**src/rtl/lsu_dmem_req_if.sv**
```systemverilog
// Load/store request bus between the pipeline memory stage, lsu_dmem_req and the data memory.
//   req_*   : request from pipeline (valid/ready handshake, op, funct3, address, store data)
//   dmem_*  : data-memory port (active-low cs/wr, lane mask, address, write/read data)
//   rsp_*   : completion pulse, extended load data and misalignment flags
// slave modport is the request generator; master modport is the pipeline/memory side.
interface lsu_dmem_req_if #(
  parameter int unsigned XLEN = 32
);
  logic            req_valid_i;
  logic            req_ready_o;
  logic            req_ld_i;
  logic            req_st_i;
  logic [2:0]      req_funct3_i;
  logic [XLEN-1:0] req_addr_i;
  logic [XLEN-1:0] req_st_data_i;
  logic            dmem_cs_o;
  logic            dmem_wr_o;
  logic [3:0]      dmem_mask_o;
  logic [XLEN-1:0] dmem_addr_o;
  logic [XLEN-1:0] dmem_data_wr_o;
  logic [XLEN-1:0] dmem_data_rd_i;
  logic            rsp_valid_o;
  logic [XLEN-1:0] rsp_data_o;
  logic            ld_misalign_o;
  logic            st_misalign_o;

  modport slave (
    input  req_valid_i, req_ld_i, req_st_i, req_funct3_i, req_addr_i, req_st_data_i,
           dmem_data_rd_i,
    output req_ready_o, dmem_cs_o, dmem_wr_o, dmem_mask_o, dmem_addr_o, dmem_data_wr_o,
           rsp_valid_o, rsp_data_o, ld_misalign_o, st_misalign_o
  );

  modport master (
    output req_valid_i, req_ld_i, req_st_i, req_funct3_i, req_addr_i, req_st_data_i,
           dmem_data_rd_i,
    input  req_ready_o, dmem_cs_o, dmem_wr_o, dmem_mask_o, dmem_addr_o, dmem_data_wr_o,
           rsp_valid_o, rsp_data_o, ld_misalign_o, st_misalign_o
  );
endinterface

```
**src/rtl/lsu_dmem_req.sv**
```systemverilog
// Load/store request generator for the data-memory port.
// Accepts one load/store in IDLE, drives one registered memory access (ACCESS), then pulses
// rsp_valid_o with the aligned, sign/zero-extended load result (RESP). Misaligned or undefined
// requests skip ACCESS and respond directly without touching memory.
// Ports:
//   clk    : clock, all state updates on posedge
//   rst_n  : synchronous reset, active-HIGH despite the name (1 = reset)
//   lsu_io : lsu_dmem_req_if.slave -- request, data-memory and response signals
module lsu_dmem_req #(
  parameter int unsigned XLEN = 32
) (
  input logic            clk,
  input logic            rst_n,
  lsu_dmem_req_if.slave  lsu_io
);

  localparam logic [1:0] StIdle   = 2'd0;
  localparam logic [1:0] StAccess = 2'd1;
  localparam logic [1:0] StResp   = 2'd2;

  logic [1:0]      state_q, state_d;
  logic [2:0]      f3_q, f3_d;
  logic [1:0]      off_q, off_d;
  logic            ld_q, ld_d;
  logic            cs_q, cs_d;
  logic            wr_q, wr_d;
  logic [3:0]      mask_q, mask_d;
  logic [XLEN-1:0] addr_q, addr_d;
  logic [XLEN-1:0] wdata_q, wdata_d;
  logic [XLEN-1:0] rsp_data_q, rsp_data_d;
  logic            ld_mis_q, ld_mis_d;
  logic            st_mis_q, st_mis_d;

  logic            is_ld, is_st, accept, f3_legal, misalign;
  logic [3:0]      req_mask;
  logic [XLEN-1:0] req_wdata;
  logic [XLEN-1:0] rd_shift;
  logic [XLEN-1:0] ld_ext;

  // Request decode; a request with both ld and st set is treated as a load.
  always_comb begin
    is_ld  = lsu_io.req_ld_i;
    is_st  = lsu_io.req_st_i & ~lsu_io.req_ld_i;
    accept = (state_q == StIdle) & lsu_io.req_valid_i & (lsu_io.req_ld_i | lsu_io.req_st_i);

    case (lsu_io.req_funct3_i)
      3'b000, 3'b001, 3'b010: f3_legal = 1'b1;
      3'b100, 3'b101:         f3_legal = is_ld;
      default:                f3_legal = 1'b0;
    endcase

    // funct3[1:0] encodes access size: 00 byte, 01 half, 10 word
    case (lsu_io.req_funct3_i[1:0])
      2'b01: begin
        misalign  = lsu_io.req_addr_i[0];
        req_mask  = lsu_io.req_addr_i[1] ? 4'b1100 : 4'b0011;
        req_wdata = {(XLEN/16){lsu_io.req_st_data_i[15:0]}};
      end
      2'b10: begin
        misalign  = (lsu_io.req_addr_i[1:0] != 2'b00);
        req_mask  = 4'b1111;
        req_wdata = lsu_io.req_st_data_i;
      end
      default: begin
        misalign  = 1'b0;
        req_mask  = 4'b0001 << lsu_io.req_addr_i[1:0];
        req_wdata = {(XLEN/8){lsu_io.req_st_data_i[7:0]}};
      end
    endcase
  end

  // Load alignment and extension from the latched offset and funct3.
  always_comb begin
    rd_shift = lsu_io.dmem_data_rd_i >> {off_q, 3'b000};
    case (f3_q)
      3'b000:  ld_ext = {{(XLEN-8){rd_shift[7]}}, rd_shift[7:0]};
      3'b001:  ld_ext = {{(XLEN-16){rd_shift[15]}}, rd_shift[15:0]};
      3'b100:  ld_ext = {{(XLEN-8){1'b0}}, rd_shift[7:0]};
      3'b101:  ld_ext = {{(XLEN-16){1'b0}}, rd_shift[15:0]};
      default: ld_ext = rd_shift;
    endcase
  end

  always_comb begin
    state_d    = state_q;
    f3_d       = f3_q;
    off_d      = off_q;
    ld_d       = ld_q;
    cs_d       = cs_q;
    wr_d       = wr_q;
    mask_d     = mask_q;
    addr_d     = addr_q;
    wdata_d    = wdata_q;
    rsp_data_d = rsp_data_q;
    ld_mis_d   = ld_mis_q;
    st_mis_d   = st_mis_q;

    case (state_q)
      StIdle: begin
        if (accept) begin
          f3_d  = lsu_io.req_funct3_i;
          off_d = lsu_io.req_addr_i[1:0];
          ld_d  = is_ld;
          if (!f3_legal) begin
            state_d    = StResp;
            rsp_data_d = '0;
            ld_mis_d   = 1'b0;
            st_mis_d   = 1'b0;
          end else if (misalign) begin
            state_d    = StResp;
            rsp_data_d = '0;
            ld_mis_d   = is_ld;
            st_mis_d   = is_st;
          end else begin
            state_d = StAccess;
            cs_d    = 1'b0;
            wr_d    = ~is_st;
            mask_d  = req_mask;
            addr_d  = lsu_io.req_addr_i;
            wdata_d = req_wdata;
          end
        end
      end
      StAccess: begin
        // Memory read data is asynchronous and valid now; capture it as we leave.
        state_d    = StResp;
        cs_d       = 1'b1;
        wr_d       = 1'b1;
        mask_d     = 4'b0000;
        rsp_data_d = ld_q ? ld_ext : '0;
        ld_mis_d   = 1'b0;
        st_mis_d   = 1'b0;
      end
      StResp:  state_d = StIdle;
      default: state_d = StIdle;
    endcase
  end

  always_ff @(posedge clk) begin
    if (rst_n) begin
      state_q    <= StIdle;
      f3_q       <= 3'b000;
      off_q      <= 2'b00;
      ld_q       <= 1'b0;
      cs_q       <= 1'b1;
      wr_q       <= 1'b1;
      mask_q     <= 4'b0000;
      addr_q     <= '0;
      wdata_q    <= '0;
      rsp_data_q <= '0;
      ld_mis_q   <= 1'b0;
      st_mis_q   <= 1'b0;
    end else begin
      state_q    <= state_d;
      f3_q       <= f3_d;
      off_q      <= off_d;
      ld_q       <= ld_d;
      cs_q       <= cs_d;
      wr_q       <= wr_d;
      mask_q     <= mask_d;
      addr_q     <= addr_d;
      wdata_q    <= wdata_d;
      rsp_data_q <= rsp_data_d;
      ld_mis_q   <= ld_mis_d;
      st_mis_q   <= st_mis_d;
    end
  end

  assign lsu_io.req_ready_o    = (state_q == StIdle) & ~rst_n;
  assign lsu_io.rsp_valid_o    = (state_q == StResp);
  assign lsu_io.dmem_cs_o      = cs_q;
  assign lsu_io.dmem_wr_o      = wr_q;
  assign lsu_io.dmem_mask_o    = mask_q;
  assign lsu_io.dmem_addr_o    = addr_q;
  assign lsu_io.dmem_data_wr_o = wdata_q;
  assign lsu_io.rsp_data_o     = rsp_data_q;
  assign lsu_io.ld_misalign_o  = ld_mis_q;
  assign lsu_io.st_misalign_o  = st_mis_q;

endmodule

```
**src/flat_wrapper.sv**
```systemverilog
// flat-port wrapper written by rule: the top's interface ports become plain ports
module lsu_dmem_req_flat 
#(
  parameter int unsigned XLEN = 32
)
  (clk, rst_n, lsu_io_req_valid_i, lsu_io_req_ld_i, lsu_io_req_st_i, lsu_io_req_funct3_i, lsu_io_req_addr_i, lsu_io_req_st_data_i, lsu_io_dmem_data_rd_i, lsu_io_req_ready_o, lsu_io_dmem_cs_o, lsu_io_dmem_wr_o, lsu_io_dmem_mask_o, lsu_io_dmem_addr_o, lsu_io_dmem_data_wr_o, lsu_io_rsp_valid_o, lsu_io_rsp_data_o, lsu_io_ld_misalign_o, lsu_io_st_misalign_o);
  lsu_dmem_req_if #(.XLEN(XLEN)) lsu_io_i ();
  input logic clk;
  input logic rst_n;
  input wire logic [$bits(lsu_io_i.req_valid_i)-1:0] lsu_io_req_valid_i;
  input wire logic [$bits(lsu_io_i.req_ld_i)-1:0] lsu_io_req_ld_i;
  input wire logic [$bits(lsu_io_i.req_st_i)-1:0] lsu_io_req_st_i;
  input wire logic [$bits(lsu_io_i.req_funct3_i)-1:0] lsu_io_req_funct3_i;
  input wire logic [$bits(lsu_io_i.req_addr_i)-1:0] lsu_io_req_addr_i;
  input wire logic [$bits(lsu_io_i.req_st_data_i)-1:0] lsu_io_req_st_data_i;
  input wire logic [$bits(lsu_io_i.dmem_data_rd_i)-1:0] lsu_io_dmem_data_rd_i;
  output wire logic [$bits(lsu_io_i.req_ready_o)-1:0] lsu_io_req_ready_o;
  output wire logic [$bits(lsu_io_i.dmem_cs_o)-1:0] lsu_io_dmem_cs_o;
  output wire logic [$bits(lsu_io_i.dmem_wr_o)-1:0] lsu_io_dmem_wr_o;
  output wire logic [$bits(lsu_io_i.dmem_mask_o)-1:0] lsu_io_dmem_mask_o;
  output wire logic [$bits(lsu_io_i.dmem_addr_o)-1:0] lsu_io_dmem_addr_o;
  output wire logic [$bits(lsu_io_i.dmem_data_wr_o)-1:0] lsu_io_dmem_data_wr_o;
  output wire logic [$bits(lsu_io_i.rsp_valid_o)-1:0] lsu_io_rsp_valid_o;
  output wire logic [$bits(lsu_io_i.rsp_data_o)-1:0] lsu_io_rsp_data_o;
  output wire logic [$bits(lsu_io_i.ld_misalign_o)-1:0] lsu_io_ld_misalign_o;
  output wire logic [$bits(lsu_io_i.st_misalign_o)-1:0] lsu_io_st_misalign_o;
  assign lsu_io_i.req_valid_i = lsu_io_req_valid_i;
  assign lsu_io_i.req_ld_i = lsu_io_req_ld_i;
  assign lsu_io_i.req_st_i = lsu_io_req_st_i;
  assign lsu_io_i.req_funct3_i = lsu_io_req_funct3_i;
  assign lsu_io_i.req_addr_i = lsu_io_req_addr_i;
  assign lsu_io_i.req_st_data_i = lsu_io_req_st_data_i;
  assign lsu_io_i.dmem_data_rd_i = lsu_io_dmem_data_rd_i;
  assign lsu_io_req_ready_o = lsu_io_i.req_ready_o;
  assign lsu_io_dmem_cs_o = lsu_io_i.dmem_cs_o;
  assign lsu_io_dmem_wr_o = lsu_io_i.dmem_wr_o;
  assign lsu_io_dmem_mask_o = lsu_io_i.dmem_mask_o;
  assign lsu_io_dmem_addr_o = lsu_io_i.dmem_addr_o;
  assign lsu_io_dmem_data_wr_o = lsu_io_i.dmem_data_wr_o;
  assign lsu_io_rsp_valid_o = lsu_io_i.rsp_valid_o;
  assign lsu_io_rsp_data_o = lsu_io_i.rsp_data_o;
  assign lsu_io_ld_misalign_o = lsu_io_i.ld_misalign_o;
  assign lsu_io_st_misalign_o = lsu_io_i.st_misalign_o;
  lsu_dmem_req #(.XLEN(XLEN)) u_core (.clk(clk), .rst_n(rst_n), .lsu_io(lsu_io_i));
endmodule
```
**config.mk**
```make
export PLATFORM = sky130hd
export DESIGN_NAME = lsu_dmem_req_flat
export DESIGN_NICKNAME = d
export VERILOG_FILES = /design/src/rtl/lsu_dmem_req_if.sv /design/src/rtl/lsu_dmem_req.sv /design/src/flat_wrapper.sv
export SDC_FILE = /design/constraint.sdc
export NUM_CORES = 1
export LEC_CHECK = 0
export ABC_CLOCK_PERIOD_IN_PS = 2540
export CELL_PAD_IN_SITES_DETAIL_PLACEMENT = 1
export CELL_PAD_IN_SITES_GLOBAL_PLACEMENT = 1
export CORE_MARGIN = 2
export CORE_UTILIZATION = 25
export CTS_CLUSTER_DIAMETER = 50
export DETAILED_ROUTE_END_ITERATION = 8
export MAX_ROUTING_LAYER = met4
export PLACE_DENSITY_LB_ADDON = 0.05
export SLEW_MARGIN = 30
export SYNTH_ARGS = -nofsm -noshare
export SYNTH_HDL_FRONTEND = slang
export SYNTH_SLANG_ARGS = --single-unit
export TNS_END_PERCENT = 20
```
**constraint.sdc**
```tcl
create_clock -name clk -period 2.54 [get_ports clk]
set_input_delay 0.635 -clock clk [delete_from_list [all_inputs] [get_ports clk]]
set_output_delay 0.635 -clock clk [all_outputs]
set_load 0.005 [all_outputs]
```
; After elaboration in Yosys (flattened, before gate mapping)
; Cells that the tools add are included.
[word_totals]
regBits = 112
input_bits = 104
word_cells = 84
[classes]
eq_ne = 15
shift = 2
n_mux = 35
n_bitwise = 9
reduce_logical = 11
[op_table]
columns = op, n
row1 = two-way mux 32 bit, 4
row2 = case mux 32 bit (2 select lines), 2
row3 = case mux 32 bit (4 select lines), 1
row4 = >> shifter 32 x 5 -> 32 bit, 1
row5 = two-way mux 4 bit, 4
row6 = case mux 4 bit (2 select lines), 2
row7 = "== test 3 bit, second input constant", 4
row8 = two-way mux 1 bit, 12
row9 = case mux 1 bit (2 select lines), 6
row10 = AND reduction 4 bit, 2
row11 = "== test 3 x 1 -> 1 bit, second input constant", 2
row12 = logical NOT 3 bit, 2
row13 = two-way mux 2 bit, 3
row14 = AND 1 bit, 4
row15 = "== test 2 x 1 -> 1 bit, second input constant", 2
row16 = "== test 2 bit, second input constant", 2
row17 = "inequality test 2 x 1 -> 1 bit, second input constant", 2
row18 = inverter 1 bit, 4
row19 = case mux 2 bit (2 select lines), 1
row20 = nonzero test 2 bit, 2
row21 = "<< shifter 1 x 2 -> 4 bit, first input constant", 1
row22 = "== test 3 x 2 -> 1 bit, second input constant", 1
row23 = "inequality test 3 bit, second input constant", 1
row24 = AND reduction 3 bit, 1
row25 = other kinds (6), 6

; Depth between registers and ports, before layout
; Gate-level depths: netlist (run 1).
[depth]
depth_word = 7
ltp_mapped = 9

; Worst setup path after synthesis (run 1)
; Ideal clock, no wire load.
[synth_timing]
path_type = in2reg
from = in lsu_io_req_funct3_i[0]
to = reg u_core.rsp_data_q[27] (netlist: u_core.lsu_io.rsp_data_o[27])
setup_ps = 123
arrival_time_ps = 2152
path_slack_ps = 265
cell_stages = 8
n_path_buf = 2
path_cell_list = inv_1 ha_1 buf_2 nand2_1 a2111oi_0 a211oi_1 buf_2 a221o_2
[synth_between]
elab_chain_len = 6
word_cells_on_any_way = 16
[synth_rtl]
columns = item, line
row1 = start: declaration, flat_wrapper.sv:13  ; input wire logic [$bits(lsu_io_i.req_funct3_i)-1:0] lsu_io_req_funct3_i;
row2 = "== test 3 x 1 -> 1 bit, or another cell as far along", lsu_dmem_req.sv:46  ; case (lsu_io.req_funct3_i)
row3 = OR reduction 3 bit or OR reduction 2 bit (tied branches), lsu_dmem_req.sv:46
row4 = case mux 1 bit (2 select lines), lsu_dmem_req.sv:46
row5 = two-way mux 32 bit, lsu_dmem_req.sv:104  ; if (!f3_legal) begin
row6 = two-way mux 32 bit, lsu_dmem_req.sv:100  ; if (accept) begin
row7 = case mux 32 bit (2 select lines), lsu_dmem_req.sv:98  ; case (state_q)
row8 = end signal: assignment, lsu_dmem_req.sv:163  ; rsp_data_q <= rsp_data_d;
row9 = end: declaration, lsu_dmem_req.sv:30  ; logic [XLEN-1:0] rsp_data_q, rsp_data_d;
; Several ways; a longest one is shown, not always the timed one. The select of a mux whose other input is x is not followed.
; A chain may end at the register's enable or synchronous reset.

; Worst setup path in the final report (run 1)
[layout_timing]
from = in lsu_io_req_funct3_i[1]
to = reg u_core.wdata_q[28] (netlist: u_core.lsu_io.dmem_data_wr_o[28])
[layout_between]
elab_chain_len = 4
word_cells_on_any_way = 14
[layout_rtl]
columns = item, line
row1 = "== test 3 x 1 -> 1 bit, or another cell as far along", lsu_dmem_req.sv:46
row2 = "OR reduction 3 bit, or another cell as far along", lsu_dmem_req.sv:46
row3 = case mux 1 bit (2 select lines) or inverter 1 bit (tied branches), n/a
row4 = AND reduction 4 bit (no source line), n/a
row5 = end signal: assignment, lsu_dmem_req.sv:162  ; wdata_q <= wdata_d;
row6 = end: declaration, lsu_dmem_req.sv:29  ; logic [XLEN-1:0] wdata_q, wdata_d;
; Several ways; a longest one is shown, not always the timed one.

==> summary.txt, run 1 <==
Starting density of the core: 25.3%
Peak VDD IR: 0.000364 V
Post-synth top area share: 42.4%
CTS tree: done
Final WL: 21.7 mm
Drt wl/cell: 20.5 um
PwrDens: 523 nW/um^2
Critical Path Most Common Cell: inv_1
RSZ-0062 raised after global routing: no
CP endpoint kind: flip-flop
CTS root buf: clkbuf_16
Period utilisation layout: 96.5%
Worst slew pin tran: 0.921 ns
Synth area leader: dfxtp_1
# IOs: 210
Flops & latches, synth: 112
Net count, final: 886
Startpoint types: primary input
Synth area leaders: dfxtp_1, a21oi_1, o31ai_1
Synth cell types: 43
Hold/Removal Path Class: reg2reg
Setup violations, final: 0
Die Width: 150 um
Syn_area_per_cell: 9.20 um^2
Critical path arrival: 2.70 ns
Rel. slew slack: 38.6%
R2R cell count: 5
First-pass GRT wire length: 32.9 mm
Setup slack, reg-to-reg: 0.47 ns
R2r startpoint: u_core.off_q[0]$_SDFFE_PP0P_
Register area share after synthesis: 42.4%
Global route total overflow: 0
Initial drt markers: 194
Post-DR vias/cell: 5.23
Max-Cap Viols: 0
Yosys warning count: 0
DRC: 0
Antenna violations before repair: 0
RR Endpoint: u_core.lsu_io.rsp_data_o[14]$_SDFFE_PP0P_
Number of global-route vias before repair: 5769
TritonCTS Buffers: 9
Pleak: 2.90 nW
Pre-antenna DRT Iters: 4
Sink Count: 112
Hold Path End: u_core.lsu_io.rsp_data_o[7]$_SDFFE_PP0P_
Setup ws final: 0.0892 ns
Critical path's largest stage delay: 0.52 ns
Hold Crit Start: u_core.lsu_io.rsp_data_o[7]$_SDFFE_PP0P_
Fin. Hold Viols: 0
CP Data Required Time: 2.79 ns
Final slew viol count: 0
Fin crit period: 2.45 ns
Clk buf depth: 2
ANT nets after route: 0
Area Growth Syn to Fin: 58.1%
Core ar.: 20900 um^2
Tot GR Track Use: 19.5%
Gp weighted congestion: 0.835
Fin util: 40.1%
Slowest stage cell on the critical path: clkdlybuf4s50_1
Status: completed
Worst Hold Depth: 1
Max FO, Critical Path: 10
Hpwl dp: 15.5 mm
Clk_skew: 0.00744 ns
Row cnt: 53
Share of post-route cells with drive strength above 1: 14.0%
Critical path type: in2reg
F_max: 408 MHz
Dpl cell area: 7960 um^2
Die Y: 150 um
Mapped Cells: 575
Number of H-tree levels: 3
Via count: 5537
Fin area: 8370 um^2
Critical path, cell by cell: clkdlybuf4s50_1 > inv_1 > ha_1 > inv_1 > buf_6 > a21o_2 > nand3_1 > buf_12 > mux2_2
Port bufs: 209
Number of diodes: 0
Pin count of the biggest net entering global routing: 82
Clock Latency Late Sink: 0.36 ns
Total Power: 4.38 mW
Pre-CTS setup slack: -0.662 ns
Die area: 22400 um^2
Hold-fix buffers at CTS: 0
Clock transition at path regs: 0.08 ns
Synth Cell Area: 5290 um^2
Syn Nets: 682
Yosys cell counts (all sizes together):
library cell    n
and2            1
clkbuf         47
buf            20
nand4b          1
o31ai          40
nor3b           3
o2bb2ai        23
a21o            4
a221o          16
nor2b          15
or3             1
inv             3
nand4          40
a2111oi         1
a211oi          9
o311ai          1
nor2           12
mux2           16
nor4            1
mux4            2
nor3            4
nand4bb         1
mux2i          25
nand2          36
a21oi          73
a22o            8
ha              3
a311oi          8
a21boi          1
nand3           2
o211ai          8
dfxtp         112
a31oi          16
a22oi           8
or2             2
nand2b          5
o21ai           7
critical path: cells and delay by family:
kind	cells	cell delay [ns]
muxes	1	0.33
AOI/OAI and AO/OA	1	0.24
and+or+nand+nor	1	0.14
buffers and inverters	5	1.02
adders and majority gates	1	0.32
kinds of logic after synthesis:
family	after synthesis	share of synthesized area, %
fa+ha+maj	3	0.709
compound gates	223	29.4
flops	112	42.4
simple gates	124	13.0
buf+inv	70	5.48
mux	43	8.98
cell type report:
cell class	count	area [um^2]
repair buffers	260	2640
fillers	2354	12500
clock inverters	7	78.8
clock buffers	9	225
multi-input cells	393	2830
inverters	3	11.3
well taps	275	344
flip-flops and latches	112	2240
layer usage:
metal | wire [um] | track usage (%) | share of wire, % | vias to the layer above
met5 | 0 | - | 0 | -
met4 | 435 | 5.67 | 2.0 | 0
met3 | 1150 | 4.33 | 5.3 | 27
met2 | 10200 | 30.8 | 47 | 158
met1 | 9920 | 25.0 | 46 | 2732
li1 | - | - | - | 2620
worst max path at each step:
stage                                 from                                            end  slack [ns]  depth (start not counted)
floorplan           lsu_io_req_funct3_i[0]      u_core.lsu_io.rsp_data_o[27]$_SDFFE_PP0P_        0.27                          8
global route        lsu_io_req_funct3_i[1]   u_core.lsu_io.dmem_data_wr_o[9]$_SDFFE_PP0P_        0.01                          9
global placement    lsu_io_req_funct3_i[0]      u_core.lsu_io.rsp_data_o[27]$_SDFFE_PP0P_       -0.52                          7
CTS                 lsu_io_req_funct3_i[1]      u_core.lsu_io.rsp_data_o[25]$_SDFFE_PP0P_       -0.01                          8
detailed placement  lsu_io_req_funct3_i[1]      u_core.lsu_io.rsp_data_o[29]$_SDFFE_PP0P_       -0.66                          7
finish              lsu_io_req_funct3_i[1]  u_core.lsu_io.dmem_data_wr_o[28]$_SDFFE_PP0P_        0.09                          9
sequential cells by signal, indices dropped and copies added (netlist names):
| signal | flops |
|---|---|
| u_core.lsu_io.dmem_mask_o | 4 |
| u_core.lsu_io.dmem_cs_o | 1 |
| u_core.state_q | 2 |
| u_core.off_q | 2 |
| u_core.lsu_io.st_misalign_o | 1 |
| u_core.lsu_io.dmem_addr_o | 32 |
| u_core.lsu_io.dmem_data_wr_o | 32 |
| u_core.ld_q | 1 |
| u_core.lsu_io.dmem_wr_o | 1 |
| u_core.f3_q | 3 |
| u_core.lsu_io.rsp_data_o | 32 |
| u_core.lsu_io.ld_misalign_o | 1 |
what timing repair did:
item | 4_1_cts | 5_1_grt
gates resized for setup | 4 | 10
buffers inserted | 3 | 1
endpoints found under the setup margin | 51 | 71
pin swaps | 1 | 2
cloned | 0 | 1
report_power, final:
group          total (mW)  leakage (nW)  internal, mW  switching [mW]
Sequential           1.86         0.908          1.82          0.0433
Combinational        1.00          1.84         0.495           0.509
Clock                1.51         0.149         0.780           0.733
Total                4.38          2.90          3.09            1.29
cells in the final DEF, fill, tap and decap left out, drive strengths merged, types with 4 or more instances in the layout:
cell	instances
clkdlybuf4s50	208
dfxtp	112
a21oi	73
buf	51
nand4	40
o31ai	40
nand2	36
mux2i	25
o2bb2ai	23
mux2	16
a31oi	16
a221o	16
nor2b	15
nor2	12
clkbuf	10
a211oi	9
a22o	8
a22oi	8
o211ai	8
a311oi	8
o21ai	7
nand2b	5
inv	5
nor3	4
a21o	4
through the flow:
| step | hold slack, ns | instances | setup TNS [ns] |
|---|---|---|---|
| after floorplan | 0.436 | 575 | 0 |
| after global placement | 0.434 | 1038 | -30.64 |
| after detailed placement | 0.447 | 1038 | -40.00 |
| after CTS | 0.469 | 1057 | -0.0171 |
| after global routing | 0.485 | 1059 | 0 |
| final | 0.462 | 1059 | 0 |
Note: power is estimated with default switching activity, not from simulation.
==> inputs of run 2 (changes only) <==
- ABC_CLOCK_PERIOD_IN_PS: 2540 -> 2100
- clock period: 2.54 -> 2.1 ns (I/O delays scaled with it)
==> run 2 against run 1 <==
- worst hold slack worse by 0.0045 ns
- via count hardly changed
- sequential share of layout area is 0.68 points lower
- clock power is 16% higher
- cell count is 1.3% higher
- critical path depth is 1 lower
- setup slack worse by 0.021 ns
- critical endpoint is now u_core.lsu_io.rsp_data_o[20]$_SDFFE_PP0P_
- largest cell class unchanged
==> summary.txt, run 2 (synthesis results as in run 1) <==
Status: completed
Critical Path Start: lsu_io_req_valid_i
Clk_skew: 0.0127 ns (+0.00525 ns)
Worst Path Buf+Inv: 4 (-1)
Tot GR Track Use: 19.4% (-0.079 points)
First-pass GRT wire length: 33.2 mm (+0.92%)
Critical Path Most Common Cell: buf_4
Critical path type: in2reg
Gp weighted congestion: 0.782 (-6.3%)
Global route total overflow: 0 (unchanged)
Commonest non-fill, non-tap cells in the layout: clkdlybuf4s50_1, dfxtp_1, a21oi_1
Row cnt: 53 (unchanged)
Core ar.: 20900 um^2 (unchanged)
Antenna violations before repair: 0 (unchanged)
Fin. Hold Viols: 0 (unchanged)
CTS root buf: clkbuf_16
Starting density of the core: 25.3% (unchanged)
CTS tree: done
Area Growth Syn to Fin: 62.4%
Critical path arrival: 2.28 ns (-0.42 ns)
DRC: 0 (unchanged)
Number of H-tree levels: 3 (unchanged)
Critical path, cell by cell: clkdlybuf4s50_1 > nand2b_4 > a2111oi_4 > buf_4 > a211oi_4 > buf_12 > buf_4 > a221o_1
Hpwl dp: 15.8 mm (+2.0%)
Final WL: 21.4 mm (-1.8%)
Share of post-route cells with drive strength above 1: 19.0% (+5.0 points)
Pleak: 3.00 nW (+3.4%)
Hold-fix buffers at CTS: 0 (unchanged)
Number of global-route vias before repair: 5856 (+1.5%)
Max FO, Critical Path: 5 (-5)
Clk buf depth: 2 (unchanged)
Period utilisation layout: 96.7%
Pre-antenna DRT Iters: 4 (unchanged)
Port bufs: 209 (unchanged)
Worst slew pin tran: 0.721 ns (-0.200 ns)
Die area: 22400 um^2 (unchanged)
Slowest stage cell on the critical path: clkdlybuf4s50_1
Die Y: 150 um (unchanged)
Die Width: 150 um (unchanged)
Hold Crit Start: u_core.lsu_io.rsp_data_o[7]$_SDFFE_PP0P_
Number of diodes: 0 (unchanged)
Net count, final: 900 (+1.6%)
R2r startpoint: u_core.off_q[0]$_SDFFE_PP0P_
Peak VDD IR: 0.000399 V (+9.7%)
Pin count of the biggest net entering global routing: 65 (-21%)
F_max: 492 MHz
CP top delay family: buffers and inverters
Max-Cap Viols: 0 (unchanged)
CP endpoint kind: flip-flop
Setup violations, final: 0 (unchanged)
Post-DR vias/cell: 5.16 (-1.3%)
Critical path's largest stage delay: 0.51 ns (about the same)
Initial drt markers: 221 (+14%)
Commonest non-fill, non-tap cell in the layout: clkdlybuf4s50_1
PwrDens: 611 nW/um^2 (+17%)
Startpoint types: primary input
Final Hold Slack: 0.458 ns (-0.00453 ns)
Rel. slew slack: 51.8% (+13 points)
Drt wl/cell: 19.9 um (-3.1%)
Hold/Removal Path Class: reg2reg
Sink Count: 112 (unchanged)
Final slew viol count: 0 (unchanged)
Clock Latency Late Sink: 0.36 ns (about the same)
Total Power: 5.25 mW (+20%)
Clock transition at path regs: 0.08 ns (about the same)
TritonCTS Buffers: 9 (unchanged)
Fin crit period: 2.03 ns
ANT nets after route: 0 (unchanged)
# IOs: 210 (unchanged)
CP Data Required Time: 2.34 ns (-0.45 ns)
Via count: 5536 (-0.018%)
[run 2: path summary, 6_finish.rpt]
path | end | slack (ns) | cells after the start
max | u_core.lsu_io.rsp_data_o[20]$_SDFFE_PP0P_ | 0.07 | 8
max reg2reg | u_core.lsu_io.rsp_data_o[12]$_SDFFE_PP0P_ | 0.23 | 5
min reg2reg | u_core.lsu_io.rsp_data_o[7]$_SDFFE_PP0P_ | 0.46 | 1
min | u_core.lsu_io.rsp_data_o[7]$_SDFFE_PP0P_ | 0.46 | 1
[run 2: metal layers]
| metal | share of wire, % | GRT usage, % | vias to the layer above |
|---|---|---|---|
| li1 | - | - | 2646 |
| met1 | 46 | 24.9 | 2746 |
| met2 | 47 | 31.1 | 126 |
| met3 | 4.9 | 4.18 | 18 |
| met4 | 1.4 | 5.10 | 0 |
| met5 | 0 | - | - |
[run 2: power by group]
part | internal (mW) | switching [mW] | total (mW) | leakage [nW]
clock | 0.880 | 0.865 | 1.75 | 0.142
sequential | 2.20 | 0.0531 | 2.25 | 0.908
combinational | 0.630 | 0.631 | 1.26 | 1.95
[run 2: per-stage QoR]
step                      utilization [%]  std cells  worst slack (ns)  cell area, um^2  TNS (ns)
final                                41.1       1073            0.0684             8590         0
after global routing                 41.1       1073          -0.00427             8590  -0.00427
after CTS                            40.1       1070           0.00171             8390         0
after detailed placement             38.7       1054            -0.661             8080    -60.84
after global placement               38.7       1054            -0.617             8080    -56.31
after floorplan                         -        575           0.00333             5320         0
[run 2: what timing repair did]
item	CTS	global route
setup buffers	0	1
gates resized for setup	6	40
cloned	0	2
pin swaps	0	2
endpoints found under the setup margin	105	91
[run 2: layout make-up]
class                           instances  area, um^2
Clock buffer                           11         253
Clock inverter                          5        38.8
Fill cell                            2354       12300
Inverter                                3        11.3
Multi-Input combinational cell        393        2970
Sequential cell                       112        2240
Tap cell                              275         344
Timing Repair Buffer                  274        2730
[run 2: worst reg2reg max path, cell delays in order, from the launching register on]
cell       delay (ns)
dfxtp_1          0.42
buf_4            0.27
nor2b_1          0.60
o2bb2ai_1        0.23
a21oi_1          0.12
o2bb2ai_1        0.16
==> inputs of run 3 (changes only) <==
- CORE_MARGIN: 2 -> 3
==> run 3 against run 2 <==
- non-clock buffer count shrank 3
- combinational power about the same
- core utilization grew 0.44 points
- final area down 0.83%
- maximum frequency down 0.83%
- cell count is 0.75% lower
- clock skew shrank 0.0038 ns
- setup slack got worse by 0.017 ns
- clock power about the same
- die area grew 2.7%
- register-to-register slack better by 0.03 ns
- first-iteration DRC count grew 5.0%
- critical path type unchanged
- largest cell class unchanged
==> summary.txt, run 3 (synthesis results as in run 1) <==
Port bufs: 209 (unchanged)
Number of H-tree levels: 3 (unchanged)
Total Power: 5.25 mW (about the same)
Rel. slew slack: 51.9% (+0.097 points)
Sw Share: 30.1% (+0.59 points)
Via count: 5615 (+1.4%)
Max-Cap Viols: 0 (unchanged)
Clock Latency Late Sink: 0.36 ns (about the same)
Comb pwr share: 23.9% (about the same)
Initial drt markers: 232 (+5.0%)
Hpwl dp: 15.9 mm (+0.53%)
Sw power: 1.58 mW (+2.0%)
Clock transition at path regs: 0.08 ns (about the same)
Die area: 23000 um^2 (+2.7%)
Clk buf depth: 2 (unchanged)
Area of the multi-input gates: 2920 um^2 (-1.7%)
Worst slew pin tran: 0.721 ns (+0.0000263 ns)
Pleak: 2.99 nW (-0.14%)
CTS root buf: clkbuf_16
Peak VDD IR: 0.000406 V (+1.6%)
Final WL: 22.4 mm (+4.8%)
Number of global-route vias before repair: 5875 (+0.32%)
# IOs: 210 (unchanged)
Commonest non-fill, non-tap cell in the layout: clkdlybuf4s50_1
Net count, final: 897 (-0.33%)
Slowest stage cell on the critical path: a221o_2
CTS tree: done
Max FO, Critical Path: 10 (+5)
Starting density of the core: 25.8% (+0.49 points)
Hold/Removal Path Class: reg2reg
Critical path's largest stage delay: 0.38 ns (-0.13 ns)
F_max: 488 MHz (-0.83%)
First-pass GRT wire length: 34.0 mm (+2.6%)
PwrDens: 616 nW/um^2 (+0.81%)
CP endpoint kind: flip-flop
Register area: 2240 um^2 (about the same)
Critical path, cell by cell: buf_2 > inv_4 > ha_4 > buf_4 > nand2_4 > a2111oi_4 > buf_4 > a211oi_4 > buf_6 > buf_16 > a221o_2
Row cnt: 52 (-1.9%)
Final slew viol count: 0 (unchanged)
Number of diodes: 0 (unchanged)
Critical path arrival: 2.30 ns (+0.02 ns)
Fin area: 8520 um^2 (-0.83%)
Flop pwr share: 42.7% (about the same)
Sink Count: 112 (unchanged)
Fin crit period: 2.05 ns (+0.0171 ns)
# fillers: 2301 (-2.3%)
Cell-internal power: 3.67 mW (-0.86%)
Pin count of the biggest net entering global routing: 63 (-3.1%)
Clock network power share: 33.4% (+0.2 points)
RSZ-0062 raised after global routing: no
Area Growth Syn to Fin: 61.0%
Period utilisation layout: 97.6% (+0.81 points)
Die Y: 152 um (+1.3%)
Post-DR vias/cell: 5.27 (+2.2%)
Pre-antenna DRT Iters: 4 (unchanged)
Setup violations, final: 0 (unchanged)
Drt wl/cell: 21.0 um (+5.6%)
Dpl cell area: 8000 um^2 (-0.99%)
CP Data Required Time: 2.35 ns (about the same)
Core ar.: 20500 um^2 (-1.9%)
Critical Path Most Common Cell: buf_4
Startpoint types: primary input
Tot GR Track Use: 19.6% (+0.18 points)
Clk_skew: 0.00884 ns (-0.00385 ns)
TritonCTS Buffers: 9 (unchanged)
Gp weighted congestion: 0.852 (+8.9%)
Antenna violations before repair: 0 (unchanged)
Critical path type: in2reg
Die Width: 152 um (+1.3%)
Share of post-route cells with drive strength above 1: 17.4% (-1.7 points)
Global route total overflow: 0 (unchanged)
Commonest non-fill, non-tap cells in the layout: clkdlybuf4s50_1, dfxtp_1, a21oi_1
DRC: 0 (unchanged)
ANT nets after route: 0 (unchanged)
Fin. Hold Viols: 0 (unchanged)
Setup TNS: 0 ns (unchanged)
Status: completed
[run 3: cell types whose count changed in the layout (fill, tap and decap cells not counted), sizes merged]
cell,delta
buf,+1
clkbuf,-5
clkdlybuf4s50,-2
clkinvlp,-1
dlygate4sd2,+3
dlymetal6s2s,-1
inv,+2
[run 3: path summary, 6_finish.rpt]
path,startpoint,cells past startpoint,slack (ns),end
setup / recovery,lsu_io_req_funct3_i[0],11,0.05,u_core.lsu_io.rsp_data_o[21]$_SDFFE_PP0P_
hold / removal,u_core.lsu_io.dmem_cs_o$_SDFFE_PP1P_,1,0.46,u_core.lsu_io.dmem_cs_o$_SDFFE_PP1P_
setup reg to reg,u_core.off_q[0]$_SDFFE_PP0P_,5,0.26,u_core.lsu_io.rsp_data_o[31]$_SDFFE_PP0P_
hold reg to reg,u_core.lsu_io.dmem_cs_o$_SDFFE_PP1P_,1,0.46,u_core.lsu_io.dmem_cs_o$_SDFFE_PP1P_
[run 3: power groups by stage]
stage	registers (mW)	clock network [mW]	logic (mW)
2_1_floorplan	2.29	0	0.529
5_1_grt	2.26	1.91	1.35
4_1_cts	2.25	1.82	1.25
6_report	2.25	1.75	1.26
3_3_place_gp	2.29	0	1.17
3_5_place_dp	2.30	0	1.19
[run 3: critical path: cells and delay by family]
| kind | cells | cell delay (ns) |
|---|---|---|
| AOI/OAI and AO/OA | 3 | 0.75 |
| adders and majority gates | 1 | 0.16 |
| buffers and inverters | 6 | 0.79 |
| and+or+nand+nor | 1 | 0.07 |
[run 3: layer usage]
| layer | part of all wire, % | vias to the layer above | GRT usage (%) |
|---|---|---|---|
| met2 | 48 | 153 | 31.8 |
| met4 | 1.2 | 0 | 4.45 |
| li1 | - | 2650 | - |
| met1 | 45 | 2794 | 25.2 |
| met3 | 5.1 | 18 | 4.22 |
| met5 | 0 | - | - |
[run 3: layout make-up]
cell class	instances	area share (%)
Sequential cell	112	26.3
Clock inverter	6	0.602
Timing Repair Buffer	271	31.9
Clock buffer	10	2.80
Tap cell	270	3.96
Multi-Input combinational cell	393	34.3
Inverter	3	0.191
[run 3: repair_timing]
action / in CTS / in global routing
resized for setup: 32 / 16
hold buffers: 0 / 0
cloned: 1 / 0
setup endpoints to repair: 105 / 72
pin swaps: 5 / 3
setup buffers: 7 / 2
[run 3: through the flow]
| stage | setup slack, ns | util, % | hold WS [ns] | std cells |
|---|---|---|---|---|
| finish | 0.0513 | 41.6 | 0.456 | 1065 |
| global route | 0.00821 | 41.6 | 0.472 | 1065 |
| CTS | -0.0146 | 41.3 | 0.463 | 1064 |
| detailed placement | -0.821 | 39.0 | 0.443 | 1040 |
| global placement | -0.909 | 39.0 | 0.435 | 1040 |
| floorplan | 0.00333 | - | 0.436 | 575 |
